$ cat src/rtl/bus_hub_pkg.sv
// Shared types and constants for the bus hub: FSM states, bus widths and
// the read data returned on a failed access.
package bus_hub_pkg;

   localparam int ADDR_W = 32;
   localparam int DATA_W = 32;
   localparam int MASK_W = 4;

   localparam logic [DATA_W-1:0] ERR_RDATA = 32'h0000_0000;

   typedef enum logic [1:0] {
      IDLE = 2'd0,
      WAIT = 2'd1,
      RESP = 2'd2
   } state_e;

   // Index width for a device count; a single device still needs one bit.
   function automatic int idx_width(input int n);
      return (n > 1) ? $clog2(n) : 1;
   endfunction

endpackage

$ cat src/rtl/bus_hub_n_if.sv
// Host request/response signals and the flattened per-device buses.
// slave: the hub's view; master: the host and devices surrounding it.
interface bus_hub_n_if
   import bus_hub_pkg::*;
#(
   parameter int NUM_DEVICES = 4
);

   logic [ADDR_W-1:0]             host_address;
   logic [DATA_W-1:0]             host_data_write;
   logic [MASK_W-1:0]             host_write_mask;
   logic                          host_ren;
   logic                          host_wen;
   logic [DATA_W-1:0]             host_data_read;
   logic                          host_ready;
   logic                          host_error;

   logic [ADDR_W*NUM_DEVICES-1:0] device_address;
   logic [DATA_W*NUM_DEVICES-1:0] device_data_write;
   logic [MASK_W*NUM_DEVICES-1:0] device_write_mask;
   logic [NUM_DEVICES-1:0]        device_ren;
   logic [NUM_DEVICES-1:0]        device_wen;
   logic [NUM_DEVICES-1:0]        device_ready;
   logic [NUM_DEVICES-1:0]        device_active;
   logic [DATA_W*NUM_DEVICES-1:0] device_data_read;

   modport slave (
      input  host_address, host_data_write, host_write_mask, host_ren, host_wen,
      input  device_ready, device_active, device_data_read,
      output host_data_read, host_ready, host_error,
      output device_address, device_data_write, device_write_mask,
      output device_ren, device_wen
   );

   modport master (
      output host_address, host_data_write, host_write_mask, host_ren, host_wen,
      output device_ready, device_active, device_data_read,
      input  host_data_read, host_ready, host_error,
      input  device_address, device_data_write, device_write_mask,
      input  device_ren, device_wen
   );

endinterface

$ cat src/rtl/bus_hub_prio_enc.sv
// Lowest-index priority encoder over the device claim lines.
module bus_hub_prio_enc
   import bus_hub_pkg::*;
#(
   parameter int NUM_DEVICES = 4,
   localparam int IDX_W      = idx_width(NUM_DEVICES)
) (
   input  logic [NUM_DEVICES-1:0] active,
   output logic [IDX_W-1:0]       idx,
   output logic                   valid
);

   // NOTE: every always_comb output gets a default first so no path can infer a latch.
   always_comb begin
      idx   = '0;
      valid = 1'b0;
      // Scan downwards so the lowest set bit is the last one written.
      for (int i = NUM_DEVICES - 1; i >= 0; i--) begin
         if (active[i]) begin
            idx   = IDX_W'(i);
            valid = 1'b1;
         end
      end
   end

endmodule

$ cat src/rtl/bus_hub_n.sv
// Single-host to N-device bus hub: decodes on device_active, forwards one
// access at a time, and answers the host with a one-cycle ready pulse.
module bus_hub_n
   import bus_hub_pkg::*;
#(
   parameter int                 NUM_DEVICES    = 4,
   parameter int                 TIMEOUT_CYCLES = 255,
   parameter logic [DATA_W-1:0]  DEFAULT_RDATA  = ERR_RDATA
) (
   input logic        clk,
   input logic        rst,
   bus_hub_n_if.slave bus
);

   localparam int               IDX_W    = idx_width(NUM_DEVICES);
   localparam int               CNT_W    = 16;
   localparam logic [CNT_W-1:0] CNT_LAST = CNT_W'(TIMEOUT_CYCLES - 1);

   state_e              state_q;
   state_e              state_d;

   logic [ADDR_W-1:0]   addr_q;
   logic [DATA_W-1:0]   wdata_q;
   logic [MASK_W-1:0]   mask_q;
   logic                write_q;
   logic [IDX_W-1:0]    sel_q;

   logic                err_q;
   logic [CNT_W-1:0]    cnt_q;
   logic [DATA_W-1:0]   rdata_q;

   logic [IDX_W-1:0]    enc_idx;
   logic                enc_valid;
   logic                sel_ready;
   logic [DATA_W-1:0]   sel_rdata;

   logic                accept;
   logic                done_ok;
   logic                done_tmo;

   bus_hub_prio_enc #(
      .NUM_DEVICES (NUM_DEVICES)
   ) u_prio_enc (
      .active (bus.device_active),
      .idx    (enc_idx),
      .valid  (enc_valid)
   );

   // Ready and read data of the latched device only; other devices are ignored.
   always_comb begin
      sel_ready = 1'b0;
      sel_rdata = '0;
      for (int i = 0; i < NUM_DEVICES; i++) begin
         if (sel_q == IDX_W'(i)) begin
            sel_ready = bus.device_ready[i];
            sel_rdata = bus.device_data_read[DATA_W*i +: DATA_W];
         end
      end
   end

   always_comb begin
      state_d  = state_q;
      accept   = 1'b0;
      done_ok  = 1'b0;
      done_tmo = 1'b0;
      unique case (state_q)
         IDLE: begin
            if (bus.host_ren || bus.host_wen) begin
               accept  = 1'b1;
               state_d = enc_valid ? WAIT : RESP;
            end
         end
         WAIT: begin
            // A ready on the last allowed cycle still completes normally.
            if (sel_ready) begin
               done_ok = 1'b1;
               state_d = RESP;
            end else if (cnt_q == CNT_LAST) begin
               done_tmo = 1'b1;
               state_d  = RESP;
            end
         end
         RESP:    state_d = IDLE;
         default: state_d = IDLE;
      endcase
   end

   // NOTE: sequential state uses non-blocking assignments so every flop samples pre-edge values.
   always_ff @(posedge clk) begin
      if (rst) begin
         state_q <= IDLE;
      end else begin
         state_q <= state_d;
      end
   end

   // NOTE: request payload needs no reset; it is only observed after an accept reloads it.
   always_ff @(posedge clk) begin
      if (accept) begin
         addr_q  <= bus.host_address;
         wdata_q <= bus.host_data_write;
         mask_q  <= bus.host_write_mask;
         write_q <= bus.host_wen;
         sel_q   <= enc_idx;
      end
   end

   always_ff @(posedge clk) begin
      if (rst) begin
         err_q   <= 1'b0;
         cnt_q   <= '0;
         rdata_q <= '0;
      end else if (accept) begin
         cnt_q <= '0;
         err_q <= !enc_valid;
         if (!enc_valid) begin
            rdata_q <= DEFAULT_RDATA;
         end
      end else if (done_ok) begin
         err_q <= 1'b0;
         if (!write_q) begin
            rdata_q <= sel_rdata;
         end
      end else if (done_tmo) begin
         err_q   <= 1'b1;
         rdata_q <= DEFAULT_RDATA;
      end else if (state_q == WAIT) begin
         cnt_q <= cnt_q + 1'b1;
      end
   end

   // Address and write data pass straight through while idle so devices can decode early.
   always_comb begin
      bus.device_address    = '0;
      bus.device_data_write = '0;
      bus.device_write_mask = '0;
      bus.device_ren        = '0;
      bus.device_wen        = '0;
      for (int i = 0; i < NUM_DEVICES; i++) begin
         if (state_q == IDLE) begin
            bus.device_address[ADDR_W*i +: ADDR_W]    = bus.host_address;
            bus.device_data_write[DATA_W*i +: DATA_W] = bus.host_data_write;
         end else begin
            bus.device_address[ADDR_W*i +: ADDR_W]    = addr_q;
            bus.device_data_write[DATA_W*i +: DATA_W] = wdata_q;
            if (write_q) begin
               bus.device_write_mask[MASK_W*i +: MASK_W] = mask_q;
            end
         end
         if (state_q == WAIT && sel_q == IDX_W'(i)) begin
            bus.device_ren[i] = !write_q;
            bus.device_wen[i] = write_q;
         end
      end
   end

   assign bus.host_ready     = (state_q == RESP);
   assign bus.host_error     = (state_q == RESP) && err_q;
   assign bus.host_data_read = rdata_q;

endmodule

$ cat src/flat_wrapper.sv
// flat-port wrapper written by rule: the top's interface ports become plain ports
module bus_hub_n_flat import bus_hub_pkg::*;
#(
   parameter int                 NUM_DEVICES    = 4,
   parameter int                 TIMEOUT_CYCLES = 255,
   parameter logic [DATA_W-1:0]  DEFAULT_RDATA  = ERR_RDATA
)
  (clk, rst, bus_host_address, bus_host_data_write, bus_host_write_mask, bus_host_ren, bus_host_wen, bus_device_ready, bus_device_active, bus_device_data_read, bus_host_data_read, bus_host_ready, bus_host_error, bus_device_address, bus_device_data_write, bus_device_write_mask, bus_device_ren, bus_device_wen);
  bus_hub_n_if #(.NUM_DEVICES(NUM_DEVICES)) bus_i ();
  input logic clk;
  input logic rst;
  input wire logic [$bits(bus_i.host_address)-1:0] bus_host_address;
  input wire logic [$bits(bus_i.host_data_write)-1:0] bus_host_data_write;
  input wire logic [$bits(bus_i.host_write_mask)-1:0] bus_host_write_mask;
  input wire logic [$bits(bus_i.host_ren)-1:0] bus_host_ren;
  input wire logic [$bits(bus_i.host_wen)-1:0] bus_host_wen;
  input wire logic [$bits(bus_i.device_ready)-1:0] bus_device_ready;
  input wire logic [$bits(bus_i.device_active)-1:0] bus_device_active;
  input wire logic [$bits(bus_i.device_data_read)-1:0] bus_device_data_read;
  output wire logic [$bits(bus_i.host_data_read)-1:0] bus_host_data_read;
  output wire logic [$bits(bus_i.host_ready)-1:0] bus_host_ready;
  output wire logic [$bits(bus_i.host_error)-1:0] bus_host_error;
  output wire logic [$bits(bus_i.device_address)-1:0] bus_device_address;
  output wire logic [$bits(bus_i.device_data_write)-1:0] bus_device_data_write;
  output wire logic [$bits(bus_i.device_write_mask)-1:0] bus_device_write_mask;
  output wire logic [$bits(bus_i.device_ren)-1:0] bus_device_ren;
  output wire logic [$bits(bus_i.device_wen)-1:0] bus_device_wen;
  assign bus_i.host_address = bus_host_address;
  assign bus_i.host_data_write = bus_host_data_write;
  assign bus_i.host_write_mask = bus_host_write_mask;
  assign bus_i.host_ren = bus_host_ren;
  assign bus_i.host_wen = bus_host_wen;
  assign bus_i.device_ready = bus_device_ready;
  assign bus_i.device_active = bus_device_active;
  assign bus_i.device_data_read = bus_device_data_read;
  assign bus_host_data_read = bus_i.host_data_read;
  assign bus_host_ready = bus_i.host_ready;
  assign bus_host_error = bus_i.host_error;
  assign bus_device_address = bus_i.device_address;
  assign bus_device_data_write = bus_i.device_data_write;
  assign bus_device_write_mask = bus_i.device_write_mask;
  assign bus_device_ren = bus_i.device_ren;
  assign bus_device_wen = bus_i.device_wen;
  bus_hub_n #(.NUM_DEVICES(NUM_DEVICES), .TIMEOUT_CYCLES(TIMEOUT_CYCLES), .DEFAULT_RDATA(DEFAULT_RDATA)) u_core (.clk(clk), .rst(rst), .bus(bus_i));
endmodule
$ cat config.mk
export PLATFORM = sky130hd
export DESIGN_NAME = bus_hub_n_flat
export DESIGN_NICKNAME = d
export VERILOG_FILES = /design/src/rtl/bus_hub_pkg.sv /design/src/rtl/bus_hub_n_if.sv /design/src/rtl/bus_hub_prio_enc.sv /design/src/rtl/bus_hub_n.sv /design/src/flat_wrapper.sv
export SDC_FILE = /design/constraint.sdc
export NUM_CORES = 1
export LEC_CHECK = 0
export ABC_AREA = 0
export CAP_MARGIN = 30
export CORE_AREA = 10 10 194 196
export DETAILED_ROUTE_END_ITERATION = 8
export DIE_AREA = 0 0 204 206
export PLACE_DENSITY = 0.57
export SLEW_MARGIN = 20
export SYNTH_ARGS = -nofsm -noshare
export SYNTH_HDL_FRONTEND = slang
export SYNTH_SLANG_ARGS = --single-unit
$ cat constraint.sdc
create_clock -name clk -period 3 [get_ports clk]
set_input_delay 0.6 -clock clk [delete_from_list [all_inputs] [get_ports clk]]
set_output_delay 0.6 -clock clk [all_outputs]
set_load 0.02 [all_outputs]
## Word level (Yosys, flattened, before mapping)

Cells that the tools add are included.

| storage, ports and cells | value |
|---|---|
| logic and storage cells | 86 |
| bits in registers | 122 |

| cells by class | value |
|---|---|
| eq/ne operators | 10 |
| bitwise operators | 2 |
| add/subtract/negate cells | 1 |
| mux-type cells | 47 |
| reduce and logical (&&, ||, !) cells | 16 |

Operators with widths:

| operator | number |
|---|---|
| 32-bit two-way mux | 11 |
| 1-bit two-way mux | 27 |
| 16-bit by 1-bit adder with 16-bit output (second input constant) | 1 |
| 16-bit by 8-bit equality test with 1-bit output (second input constant) | 1 |
| 2-bit two-way mux | 6 |
| 4-bit two-way mux | 2 |
| 2-bit equality test (second input constant) | 3 |
| 3-bit AND reduction | 2 |
| 1-bit logical AND | 5 |
| 2-bit by 1-bit equality test with 1-bit output (second input constant) | 2 |
| 2-bit logical NOT | 2 |
| 2-bit one-hot mux with 2 select lines | 1 |
| 2-bit OR reduction | 2 |
| 3-bit by 1-bit != test with 1-bit output (second input constant) | 1 |
| 3-bit != test (second input constant) | 1 |
| 3-bit nonzero test | 1 |
| 1-bit logical NOT | 2 |
| 2-bit by 1-bit != test with 1-bit output (second input constant) | 1 |
| 2-bit != test (second input constant) | 1 |
| 1-bit NOT | 2 |
| 2-bit AND reduction | 1 |
| 1-bit logical OR | 1 |

## Logic depth before layout (Yosys ltp)

| logic depth | value |
|---|---|
| depth after elaboration | 10 |
| mapped depth | 8 |
| mapped depth without buffers | 6 |

## Hierarchy

Synthesis repeated with hierarchy kept, for this count alone.

| unflattened totals | value |
|---|---|
| cells, all modules | 750 |
| area, all modules | 7422.1 µm² |

Modules (own cells, without submodules):

| module | cells an instance | instances | area each (µm²) |
|---|---|---|---|
| bus_hub_n | 743 | 1 | 7387.1 |
| bus_hub_prio_enc | 7 | 1 | 35.0 |

## Least setup slack after synthesis

Ideal clock, no wire load.

| path | value |
|---|---|
| path type | input port to flip-flop |
| from | in bus_host_wen |
| to | reg u_core.addr_q[0], enable pin |
| data required time | 2.574 ns |
| arrival time | 2.207 ns |
| stages on the path | 3 |
| slack | 0.367 ns |
| path buffers | 0 |
| cell sequence | or2_1 nand2_1 inv_1 |

| between the ends | value |
|---|---|
| cells in the longest elaborated chain, start to end | 3 |

RTL lines:

| item | RTL line | source |
|---|---|---|
| from (decl) | flat_wrapper.sv:16 | `input wire logic [$bits(bus_i.host_wen)-1:0] bus_host_wen;` |
| 1-bit logical OR | bus_hub_n.sv:68 | `if (bus.host_ren \|\| bus.host_wen) begin` |
| 1-bit two-way mux | bus_hub_n.sv:68 |  |
| 1-bit two-way mux | bus_hub_n.sv:66 | `unique case (state_q)` |
| via u_core.accept | bus_hub_n.sv:37 | `logic accept;` |
| to (signal assigned) | bus_hub_n.sv:100 | `addr_q <= bus.host_address;` |
| to (decl) | bus_hub_n.sv:22 | `logic [ADDR_W-1:0] addr_q;` |

The timed path passes the listed nets, and every way through them passes these cells.
A chain may end at the register's enable or synchronous reset.

## Final worst setup path

| path | value |
|---|---|
| from | reg u_core.state_q[1] |
| to | out bus_device_address[111] |

| between the ends | value |
|---|---|
| cells in the longest elaborated chain, start to end | 2 |

RTL lines:

| item | RTL line | source |
|---|---|---|
| from (decl) | bus_hub_n.sv:19 | `state_e state_q;` |
| from (signal assigned) | bus_hub_n.sv:93 | `state_q <= state_d;` |
| 2-bit logical NOT | bus_hub_n.sv:140 | `if (state_q == IDLE) begin` |
| 32-bit two-way mux | bus_hub_n.sv:140 |  |
| to (decl) | flat_wrapper.sv:23 | `output wire logic [$bits(bus_i.device_address)-1:0] bus_device_address;` |

Every way passes these cells.

==> flow_summary.yaml <==
outcome:
  status: "complete, no violations"
timing:
  hold_viol_final: 0
  worstMarginPinSlew_ns: 0.712
  fin_crit_ns: 2.86
  max_freq_mhz: 350
  setup_tns_ns: 0
  slew_viol_final: 0
  slew_headroom: 0.525
  clock_skew_ns: 0.0105
  setup_viol: 0
  rsz0062_at_grt: "no"
  hold_ws_ns: 0.478
  timing.final.crit_share: 0.954
setup_path:
  cp_slowest_cell: "clkdlybuf4s50_1"
  path_class: "reg -> out"
  r2r_start: "u_core.sel_q[0]"
  startpoint_type: "register"
  crit_top_cell: "nand2_1"
  r2r_slack_ns: 0.49
  required_ns: 2.40
  crit_start: "u_core.state_q[1]"
  max_stage_delay_ns: 0.57
  crit_fanout: 34
  rr_worst_depth: 5
  path_cells: "or2_2 > buf_12 > buf_4 > nand2_1 > nand2_1 > clkdlybuf4s50_1"
  endpoint_kind: "output port"
  crit_arrival_ns: 2.26
  r2r_end: "u_core.bus.host_data_read[27]"
cts:
  cts-buffers-inserted: 17
  cts_setup_buffers: 0
  cts_buffer_depth: 2
  tritoncts: "done"
  htreeDepth: 4
  cts_root_buffer: "clkbuf_16"
  clk_latency_ns: 0.41
  clock-sinks: 122
  clk_pin_slew_worst_paths_ns: 0.07
worst_hold_path:
  holdPathStages: 2
  hold_path_class: "reg -> reg"
  hp-start: "u_core.cnt_q[5]"
  min_to: "u_core.cnt_q[5]"
detailed_routing:
  vias: 6415
  wl_um: 30600
  drtPass1Iterations: 5
  ant_nets: 0
  drc_errors: 0
  avgViaCountPerCell: 4.15
  dr.first_iter.drc_count: 272
  avgRoutedWirePerCell_um: 19.8
final_layout:
  area_delta_synth_final_pct: 65.0
  drive_gt1_frac: 0.0900
  diodes: 0
  final_nets: 1286
  utilization: 0.362
global_routing:
  antenna_found_initial: 0
  met2_usage: 0.246
  gr-usage-met1: 0.141
  first_global_vias: 7066
  overflow: 0
  track_usage: 0.136
  met3_usage: 0.0600
  top_usage_layer: "met2"
  grt_pass1_wl_um: 43700
  grt_max_degree: 67
place:
  place.gp.congestion: 0.780
  dp_hpwl_um: 25200
  portBuffers: 521
run:
  maxCapViolCount: 0
yosys:
  netlist_area_sq_um: 7460
  synth_cell_types: 39
  synth-seq-cells: 122
  synth_area_per_cell_sq_um: 9.84
  syn_nets: 968
  yosysSeqAreaShare: 0.423
  synth_top_family_by_area: "buffers and inverters"
  yosysTopAreaCell: "edfxtp_1"
  synthTopCellsByArea: "edfxtp_1 (29%), buf_4 (21%), dfxtp_1 (14%)"
  synth.top_cell.area_share: 0.286
  synthAdderAreaFrac: 0.00336
  synth_xor_area_frac: 0
  ys_warn_count: 0
  synth_compound_area_frac: 0.0701
  netlist_instances: 758
  synthSimpleGateAreaFrac: 0.164
  synth_mux_area_frac: 0.106
pwr:
  ir_drop_mv: 0.330
  power_density_nw_per_um2: 628
  power_leakage_nw: 4.67
floorplan:
  die_h_um: 206
  rows: 68
  ios: 522
  core_sq_um: 33900
  die_w_um: 204
  initial_utilization: 0.220
  fp.dieArea_sq_um: 42000
==> cell usage after synthesis <==
library cell / n
a221o_1: 1
mux4_2: 33
and3_1: 4
a32o_1: 31
or2_1: 2
buf_2: 4
o21ai_1: 2
buf_1: 7
clkbuf_1: 27
nor3_1: 6
and2_1: 5
a21oi_1: 15
and4b_1: 1
nand4_1: 4
buf_4: 204
edfxtp_1: 71
or4_1: 10
nand3_1: 5
inv_1: 6
nor2_1: 11
dfxtp_1: 51
and3b_1: 1
nor4_1: 7
a41oi_1: 1
buf_6: 3
ha_1: 2
nor2b_1: 2
a211oi_1: 1
and4_1: 4
a41o_1: 1
o31ai_1: 10
or3_1: 2
nand2b_1: 8
nand2_1: 207
inv_2: 1
o21a_1: 1
nor3b_1: 1
a211o_1: 1
mux2i_1: 5
==> layout make-up <==
type	instances	area, sq um
flip-flops and latches	122	3160
inverters	7	27.5
clock buffers	18	450
fillers	3370	21600
multi-input cells	384	2580
clock inverters	14	131
repair buffers	544	5390
well taps	455	569
==> critical path: cells and delay by family (launching register included) <==
family        cells  cell delay [ns]
buf+inv           3             0.92
simple gates      3             0.53
flops             1             0.36
==> cell usage in the layout, fill, tap and decap left out, types with 2 or more instances in the layout <==
| master | netlist | routed |
|---|---|---|
| dlygate4sd2_1 | 0 | 39 |
| and2_1 | 5 | 5 |
| clkinv_2 | 0 | 3 |
| nor2b_1 | 2 | 2 |
| o31ai_1 | 10 | 10 |
| dlymetal6s2s_1 | 0 | 2 |
| and4_1 | 4 | 4 |
| and3_1 | 4 | 2 |
| or3_1 | 2 | 2 |
| nor2_1 | 11 | 10 |
| a32o_1 | 31 | 31 |
| nor4_1 | 7 | 7 |
| or4_1 | 10 | 10 |
| inv_4 | 0 | 3 |
| nand2b_1 | 8 | 8 |
| nand3_1 | 5 | 5 |
| nand4_1 | 4 | 4 |
| mux4_2 | 33 | 33 |
| edfxtp_1 | 71 | 71 |
| inv_1 | 6 | 5 |
| clkbuf_16 | 0 | 18 |
| buf_4 | 204 | 20 |
| a21oi_1 | 15 | 15 |
| dfxtp_2 | 0 | 2 |
| o21ai_1 | 2 | 2 |
| clkdlybuf4s50_1 | 0 | 479 |
| dfxtp_1 | 51 | 49 |
| buf_12 | 0 | 4 |
| inv_6 | 0 | 5 |
| nor3_1 | 6 | 6 |
| ha_1 | 2 | 2 |
| nand2_1 | 207 | 207 |
| and3_2 | 0 | 2 |
| clkinv_4 | 0 | 2 |
| mux2i_1 | 5 | 5 |
==> layer usage <==
metal,routed length [um],part of all wire
met4,374,0.012
met1,11300,0.37
met3,3420,0.11
met2,15600,0.51
met5,0,0
==> registers in the layout, indices dropped and copies added, names as in the netlist <==
register and count:
u_core.bus.host_data_read 32, u_core.write_q 1, u_core.state_q 2, u_core.addr_q 32, u_core.sel_q 2, u_core.mask_q 4, u_core.err_q 1, u_core.wdata_q 32
u_core.cnt_q 16
==> repair_timing <==
action | in CTS | in global routing
cloned | 0 | 0
resized for setup | 42 | 3
hold buffers | 0 | 0
endpoints found under the setup margin | 55 | 101
==> cells by family after synthesis <==
group	Yosys count
simple gates	280
buf+inv	252
flops	122
compound gates	64
mux	38
fa+ha+maj	2
==> power breakdown <==
part	internal [mW]	switching (mW)	total [mW]
Clock	1.21	0.861	2.07
Sequential	1.95	0.0654	2.01
Combinational	1.67	1.97	3.65
==> through the flow <==
stage | cell area (sq um) | cells | total power [mW] | setup WS (ns)
after global placement | 11800 | 1512 | 5.82 | 0.208
after CTS | 12300 | 1544 | 7.91 | 0.00205
after floorplan | 7460 | 758 | 4.44 | 0.367
after detailed placement | 11800 | 1512 | 5.84 | 0.190
final | 12300 | 1544 | 7.73 | 0.139
after global routing | 12300 | 1544 | 8.14 | 0.00149
==> worst max path at each step <==
stage | endpoint | slack (ns) | depth (start not counted)
2_1_floorplan | u_core.addr_q[0] | 0.37 | 3
3_3_place_gp | u_core.bus.host_data_read[8] | 0.21 | 6
3_5_place_dp | u_core.bus.host_data_read[15] | 0.19 | 6
4_1_cts | bus_device_address[111] | 0.002 | 6
5_1_grt | bus_device_address[60] | 0.001 | 6
6_report | bus_device_address[111] | 0.14 | 6
(Power assumes the default switching activity.)
